==> config.mk <==
export PLATFORM = sky130hd
export DESIGN_NAME = axil_master
export DESIGN_NICKNAME = d
export VERILOG_FILES = /design/src/rtl/axil_pkg.sv /design/src/rtl/axil_req_skid.sv /design/src/rtl/axil_master.sv
export SDC_FILE = /design/constraint.sdc
export NUM_CORES = 1
export LEC_CHECK = 0
export BUFFER_PORTS_ARGS = -buffer_cell sky130_fd_sc_hd__buf_2
export CAP_MARGIN = 20
export CORE_ASPECT_RATIO = 0.75
export CORE_MARGIN = 4
export CORE_UTILIZATION = 49
export DETAILED_ROUTE_END_ITERATION = 8
export PLACE_DENSITY = 0.95
export SLEW_MARGIN = 20
export SYNTH_ARGS = -nofsm -noshare
export SYNTH_HDL_FRONTEND = slang
export SYNTH_HIERARCHICAL = 1
export SYNTH_SLANG_ARGS = --single-unit
==> constraint.sdc <==
create_clock -name clk -period 8.6 [get_ports clk]
set_clock_uncertainty 0.1 [all_clocks]
set_input_delay 0.86 -clock clk [delete_from_list [all_inputs] [get_ports clk]]
set_output_delay 0.86 -clock clk [all_outputs]
set_load 0.01 [all_outputs]
==> src/rtl/axil_pkg.sv <==
`default_nettype none
// ============================================================================
// Module   : axil_pkg
// Purpose  : Shared types and constants for the AXI4-Lite initiator.
//            - state_e    : initiator FSM states
//            - axil_req_t : one core request (we, addr, wdata, wstrb)
//            - RESP_OKAY / RESP_ERR : 1-bit resp encoding on B and R
//            - PROT_DEFAULT : instruction, secure, unprivileged access
// Revision : 1.0 - initial release
// ============================================================================
package axil_pkg;

  localparam int AXIL_ADDR_W = 12;

  localparam logic RESP_OKAY = 1'b1;
  localparam logic RESP_ERR  = 1'b0;

  localparam logic [2:0] PROT_DEFAULT = 3'b100;

  typedef enum logic [2:0] {
    IDLE    = 3'd0,
    RD_ADDR = 3'd1,
    RD_DATA = 3'd2,
    WR_ADDR = 3'd3,
    WR_RESP = 3'd4
  } state_e;

  typedef struct packed {
    logic                   we;
    logic [AXIL_ADDR_W-1:0] addr;
    logic [31:0]            wdata;
    logic [3:0]             wstrb;
  } axil_req_t;

endpackage
`default_nettype wire

==> src/rtl/axil_req_skid.sv <==
`default_nettype none
// ============================================================================
// Module   : axil_req_skid
// Purpose  : One-entry request buffer. Holds a core request that arrived
//            while the initiator was busy until the FSM can launch it.
// Ports    : clk, reset  - clock, asynchronous active-high reset
//            push_i      - write data_i into the entry
//            pop_i       - entry consumed this cycle
//            data_i      - request to store
//            full_o      - entry holds a valid request
//            data_o      - stored request
// Revision : 1.0 - initial release
// ============================================================================
module axil_req_skid
  import axil_pkg::*;
(
  input  logic      clk,
  input  logic      reset,
  input  logic      push_i,
  input  logic      pop_i,
  input  axil_req_t data_i,
  output logic      full_o,
  output axil_req_t data_o
);

  logic      full_q, full_d;
  axil_req_t data_q;

  // Push wins over pop: a request arriving on the drain cycle refills the
  // entry that is being freed.
  always_comb begin
    full_d = full_q;
    if (pop_i)  full_d = 1'b0;
    if (push_i) full_d = 1'b1;
  end

  always_ff @(posedge clk or posedge reset) begin
    if (reset) begin
      full_q <= 1'b0;
      data_q <= '0;
    end else begin
      full_q <= full_d;
      if (push_i) data_q <= data_i;
    end
  end

  assign full_o = full_q;
  assign data_o = data_q;

endmodule
`default_nettype wire

==> src/rtl/axil_master.sv <==
`default_nettype none
// ============================================================================
// Module   : axil_master
// Purpose  : AXI4-Lite initiator. Converts a single-outstanding core
//            request/response port into AXI-Lite reads and writes. All AXI
//            outputs are registered; one transaction is on the bus at a time.
// Params   : ADDR_W - address width, PROT - value driven on awprot/arprot
// Ports    : clk, reset (asynchronous, active-high)
//            req_*  - core request (valid/ready, we, addr, wdata, wstrb)
//            rsp_*  - one-cycle response pulse with rdata and err
//            aw*/w*/b*/ar*/r* - AXI-Lite initiator channels
// Config   : AXIL_MASTER_SKID_EN - adds a one-entry request buffer so a new
//            request can be accepted while a transaction is in flight.
// Revision : 1.0 - initial release
// ============================================================================
module axil_master
  import axil_pkg::*;
#(
  parameter int         ADDR_W = AXIL_ADDR_W,
  parameter logic [2:0] PROT   = PROT_DEFAULT
) (
  input  logic              clk,
  input  logic              reset,
  // core request / response
  input  logic              req_valid,
  output logic              req_ready,
  input  logic              req_we,
  input  logic [ADDR_W-1:0] req_addr,
  input  logic [31:0]       req_wdata,
  input  logic [3:0]        req_wstrb,
  output logic              rsp_valid,
  output logic [31:0]       rsp_rdata,
  output logic              rsp_err,
  // AW
  output logic              awvalid,
  input  logic              awready,
  output logic [ADDR_W-1:0] awaddr,
  output logic [2:0]        awprot,
  // W
  output logic              wvalid,
  input  logic              wready,
  output logic [31:0]       wdata,
  output logic [3:0]        wstrb,
  // B
  input  logic              bvalid,
  output logic              bready,
  input  logic              bresp,
  // AR
  output logic              arvalid,
  input  logic              arready,
  output logic [ADDR_W-1:0] araddr,
  output logic [2:0]        arprot,
  // R
  input  logic              rvalid,
  output logic              rready,
  input  logic [31:0]       rdata,
  input  logic              rresp
);

  state_e            state_q, state_d;
  logic              aw_done_q, aw_done_d;
  logic              w_done_q, w_done_d;
  logic              arvalid_q, rready_q, awvalid_q, wvalid_q, bready_q;
  logic [ADDR_W-1:0] araddr_q, awaddr_q;
  logic [31:0]       wdata_q;
  logic [3:0]        wstrb_q;
  logic              rsp_valid_q, rsp_err_q;
  logic [31:0]       rsp_rdata_q;

  logic              rd_done, wr_done, complete, launch;
  axil_req_t         in_req, launch_req;

  assign in_req.we    = req_we;
  assign in_req.addr  = AXIL_ADDR_W'(req_addr);
  assign in_req.wdata = req_wdata;
  assign in_req.wstrb = req_wstrb;

  assign rd_done  = rready_q & rvalid;
  assign wr_done  = bready_q & bvalid;
  assign complete = rd_done | wr_done;

`ifdef AXIL_MASTER_SKID_EN
  logic      can_launch, skid_full, skid_push, skid_pop, launch_direct;
  axil_req_t skid_req;

  // A new transaction may start from IDLE or on the completion cycle of the
  // current one; a buffered request always goes before the live port.
  assign can_launch    = (state_q == IDLE) | complete;
  assign skid_pop      = can_launch & skid_full;
  assign req_ready     = ~skid_full | skid_pop;
  assign launch_direct = can_launch & ~skid_full & req_valid;
  assign skid_push     = req_valid & req_ready & ~launch_direct;
  assign launch        = skid_pop | launch_direct;
  assign launch_req    = skid_full ? skid_req : in_req;

  axil_req_skid u_skid (
    .clk    (clk),
    .reset  (reset),
    .push_i (skid_push),
    .pop_i  (skid_pop),
    .data_i (in_req),
    .full_o (skid_full),
    .data_o (skid_req)
  );
`else
  assign req_ready  = (state_q == IDLE);
  assign launch     = req_valid & req_ready;
  assign launch_req = in_req;
`endif

  // Next-state logic. aw_done/w_done record which write handshakes have
  // already happened so each valid drops independently.
  always_comb begin
    state_d   = state_q;
    aw_done_d = aw_done_q;
    w_done_d  = w_done_q;
    unique case (state_q)
      IDLE:    state_d = IDLE;
      RD_ADDR: if (arvalid_q && arready) state_d = RD_DATA;
      RD_DATA: if (rd_done) state_d = IDLE;
      WR_ADDR: begin
        if (awvalid_q && awready) aw_done_d = 1'b1;
        if (wvalid_q && wready)   w_done_d  = 1'b1;
        if (aw_done_d && w_done_d) begin
          state_d   = WR_RESP;
          aw_done_d = 1'b0;
          w_done_d  = 1'b0;
        end
      end
      WR_RESP: if (wr_done) state_d = IDLE;
      default: state_d = IDLE;
    endcase
    if (launch) begin
      state_d   = launch_req.we ? WR_ADDR : RD_ADDR;
      aw_done_d = 1'b0;
      w_done_d  = 1'b0;
    end
  end

  // AXI outputs are registered copies of what the next state demands.
  always_ff @(posedge clk or posedge reset) begin
    if (reset) begin
      state_q     <= IDLE;
      aw_done_q   <= 1'b0;
      w_done_q    <= 1'b0;
      arvalid_q   <= 1'b0;
      rready_q    <= 1'b0;
      awvalid_q   <= 1'b0;
      wvalid_q    <= 1'b0;
      bready_q    <= 1'b0;
      araddr_q    <= '0;
      awaddr_q    <= '0;
      wdata_q     <= '0;
      wstrb_q     <= '0;
      rsp_valid_q <= 1'b0;
      rsp_err_q   <= 1'b0;
      rsp_rdata_q <= '0;
    end else begin
      state_q     <= state_d;
      aw_done_q   <= aw_done_d;
      w_done_q    <= w_done_d;
      arvalid_q   <= (state_d == RD_ADDR);
      rready_q    <= (state_d == RD_DATA);
      bready_q    <= (state_d == WR_RESP);
      awvalid_q   <= (state_d == WR_ADDR) && !aw_done_d;
      wvalid_q    <= (state_d == WR_ADDR) && !w_done_d;
      rsp_valid_q <= complete;
      if (launch && !launch_req.we) begin
        araddr_q <= ADDR_W'(launch_req.addr);
      end
      if (launch && launch_req.we) begin
        awaddr_q <= ADDR_W'(launch_req.addr);
        wdata_q  <= launch_req.wdata;
        wstrb_q  <= launch_req.wstrb;
      end
      if (rd_done) begin
        rsp_rdata_q <= rdata;
        rsp_err_q   <= (rresp == RESP_ERR);
      end else if (wr_done) begin
        rsp_rdata_q <= '0;
        rsp_err_q   <= (bresp == RESP_ERR);
      end
    end
  end

  assign awvalid   = awvalid_q;
  assign awaddr    = awaddr_q;
  assign awprot    = PROT;
  assign wvalid    = wvalid_q;
  assign wdata     = wdata_q;
  assign wstrb     = wstrb_q;
  assign bready    = bready_q;
  assign arvalid   = arvalid_q;
  assign araddr    = araddr_q;
  assign arprot    = PROT;
  assign rready    = rready_q;
  assign rsp_valid = rsp_valid_q;
  assign rsp_rdata = rsp_rdata_q;
  assign rsp_err   = rsp_err_q;

endmodule
`default_nettype wire
==> impl_results.md <==
- FP Rows: 28
- H-tree levels: 3
- Peak VDD IR: just under 200 uV
- GR Util All Layers: 19.1%
- Fin crit share: around a quarter
- Final instance area: between 5000 and 6000 um2
- Final WL: 8.99 mm
- Seq cells post-synth: 104
- Clk root buf: clkbuf_8
- Clk sink count: around 100
- CP max stage delay: between 0.4 and 0.5 ns
- RD Place Congestion: 0.833
- Static Leak: about 2.7 nW
- Area grow syn2layout: 29.7%
- Status: finished clean
- Dpl cell area: roughly 5000 um2
- Slew HR: around 45%
- Routed len/inst: between 15 and 20 um
- Largest net degree at the start of global routing: between 50 and 60
- Final Hold Fails: 0
- CP bufs+invs: 1
- Core footprint: 7880 um2
- Setup TNS Final: 0 ns
- Die height: ~86 um
- Die W: around 110 um
- Slowest CP cell: dfrtp_1
- Startpoint types: flop
- Worst endpoint data arrival time: 1.21 ns
- Clock period minus final worst setup slack: 2.17 ns
- Req. time, crit path: roughly 7.6 ns
- Post-route DRC violation count: 0
- Max Cap Viol: 0
- CTS buffer count: 9
- Sequential-to-total area share from yosys stat: 65.5%
- Syn_area_per_cell: between 15 and 20 um2
- Antenna violations before repair: 1
- Worst path cell trace: nor3_1, buf_2
- Worst-path maximum fanout: 8
- Full die area: slightly below 10000 um2
- Measured slew at the worst slew-check pin: around 0.82 ns
- Clk_lat worst skew: between 0.3 and 0.4 ns
- Slew Limit Fails: 0
- DR iter-0 viols: 162
- # port buffers: 190
- Final net count: 537
- Setup Viol. Count Final: 0
- Unrepaired setup endpoints after global routing: no
- Vias in the first global route: between 2k and 3k
- Resized cells post-CTS: 0
- Pwr dens: roughly 360 nW/um2
- DR vias: roughly 2.8k
- Layout cells sized above 1: 60.3%
- Crit Path Class: flop to output port
- Min-Delay Path Class: flop to flop
- CTS tree: done
- Starting Density: 50.4%
- Post-synthesis cell area: 3970 um2
- Achievable Freq: around 460 MHz
- CP top delay family: flip-flops
- Drt via density: slightly above 5
- I/O pins: between 150 and 200
- Post-CTS repair timing setup buffer count: 0
- Post-Syn Instances: 258
- Antenna-violating nets left: 0
- First-pass GRT wire length: ~15 mm
- Yosys cell types: 32
- R2R setup slack: about 6.5 ns
- Reg clk slew, reported paths: around 0.090 ns
- Ant diodes: 0
- Grt ovf: 0
- Count of hold-fix buffers inserted at cts: 0
- CTS Buffer Depth: 2
- Syn. warnings: 6
- Kind of end point of the critical path: output port
- DP HPWL: between 6 and 7 mm
- Detailed-router iteration count before antenna repair: 4
routing by layer:
| metal | part of all wire (%) | vias up | track usage [%] |
|---|---|---|---|
| met1 | 40 | 1353 | 23.3 |
| li1 | - | 1293 | - |
| met2 | 48 | 141 | 31.4 |
| met4 | 2.0 | 2 | 6.44 |
| met3 | 9.6 | 20 | 7.55 |
| met5 | 0.14 | - | 0 |
final cells by class:
cell class	instances	area (um2)
Multi-Input combinational cell	137	1240
Timing Repair Buffer	192	966
Sequential cell	104	2600
Clock inverter	4	53.8
Fill cell	595	2730
Tap cell	105	131
Clock buffer	12	145
Inverter	2	10.0
cell families after synthesis:
logic type | share of synthesized area, %
other | 0.189
buffers and inverters | 3.84
multiplexers | 17.0
AND/OR/NAND/NOR | 3.81
flip-flops | 65.5
AO/OA/AOI/OAI | 9.61
metrics by stage:
stage          utilization, %  power, mW  worst slack [ns]  std cells  hold WS, ns
2_1_floorplan               -       1.26              4.91        262        0.431
3_3_place_gp             62.7       1.54              5.93        540        0.377
3_5_place_dp             62.8       1.58              6.15        540        0.379
4_1_cts                  65.3       1.88              6.40        556        0.404
5_1_grt                  65.3       1.99              6.33        556        0.419
6_report                 65.3       1.86              6.43        556        0.400
placed cells by master, fill, tap and decap left out, types with 4 or more instances in the layout:
cell type / count
buf_2: 190
a21oi_1: 4
dfrtp_1: 104
clkbuf_8: 10
a22o_1: 32
conb_1: 6
nor2_1: 6
mux2_2: 60
registers in the layout (all words and copies together), names as in the netlist, 3 cells and up:
signal,cells
rsp_rdata,32
state_q,3
wdata,32
araddr,12
wstrb,4
awaddr,12
power breakdown:
part / internal, mW / switching, mW / total (mW)
logic: 0.369 / 0.343 / 0.713
clock network: 0.143 / 0.154 / 0.298
registers: 0.719 / 0.130 / 0.849
worst paths after layout:
check,startpoint,depth (start not counted),end
max in group asynchronous,reset,3,awvalid$_DFF_PP0_
min in group asynchronous,reset,2,wdata[28]$_DFFE_PP0P_
hold reg to reg,rsp_rdata[0]$_DFFE_PP0P_,1,rsp_rdata[0]$_DFFE_PP0P_
hold / removal,rsp_rdata[0]$_DFFE_PP0P_,1,rsp_rdata[0]$_DFFE_PP0P_
setup / recovery,state_q[2]$_DFF_PP0_,2,req_ready
setup reg to reg,state_q[2]$_DFF_PP0_,3,awaddr[8]$_DFFE_PP0P_
cell usage after synthesis (all sizes together):
cell type / n / area share, %
a22oi: 1 / 0.19
nor3b: 1 / 0.19
buf: 14 / 2.9
a21o: 3 / 0.57
dfrtp: 104 / 66
nand2: 4 / 0.57
inv: 2 / 0.19
mux2: 60 / 17
nand2b: 1 / 0.16
nor3: 2 / 0.25
clkbuf: 5 / 0.72
a21oi: 5 / 0.63
a211oi: 1 / 0.19
nor2: 6 / 0.57
conb: 2 / 0.19
a2bb2oi: 1 / 0.22
a31oi: 1 / 0.16
nor4b: 1 / 0.60
nand3b: 1 / 0.19
nor2b: 1 / 0.16
a22o: 32 / 7.1
o221ai: 1 / 0.22
o21ai: 3 / 0.38
nand3: 2 / 0.25
and2b: 1 / 0.25
and3b: 2 / 0.47
and2: 1 / 0.16
No activity file was read; power rests on OpenSTA's default activity.
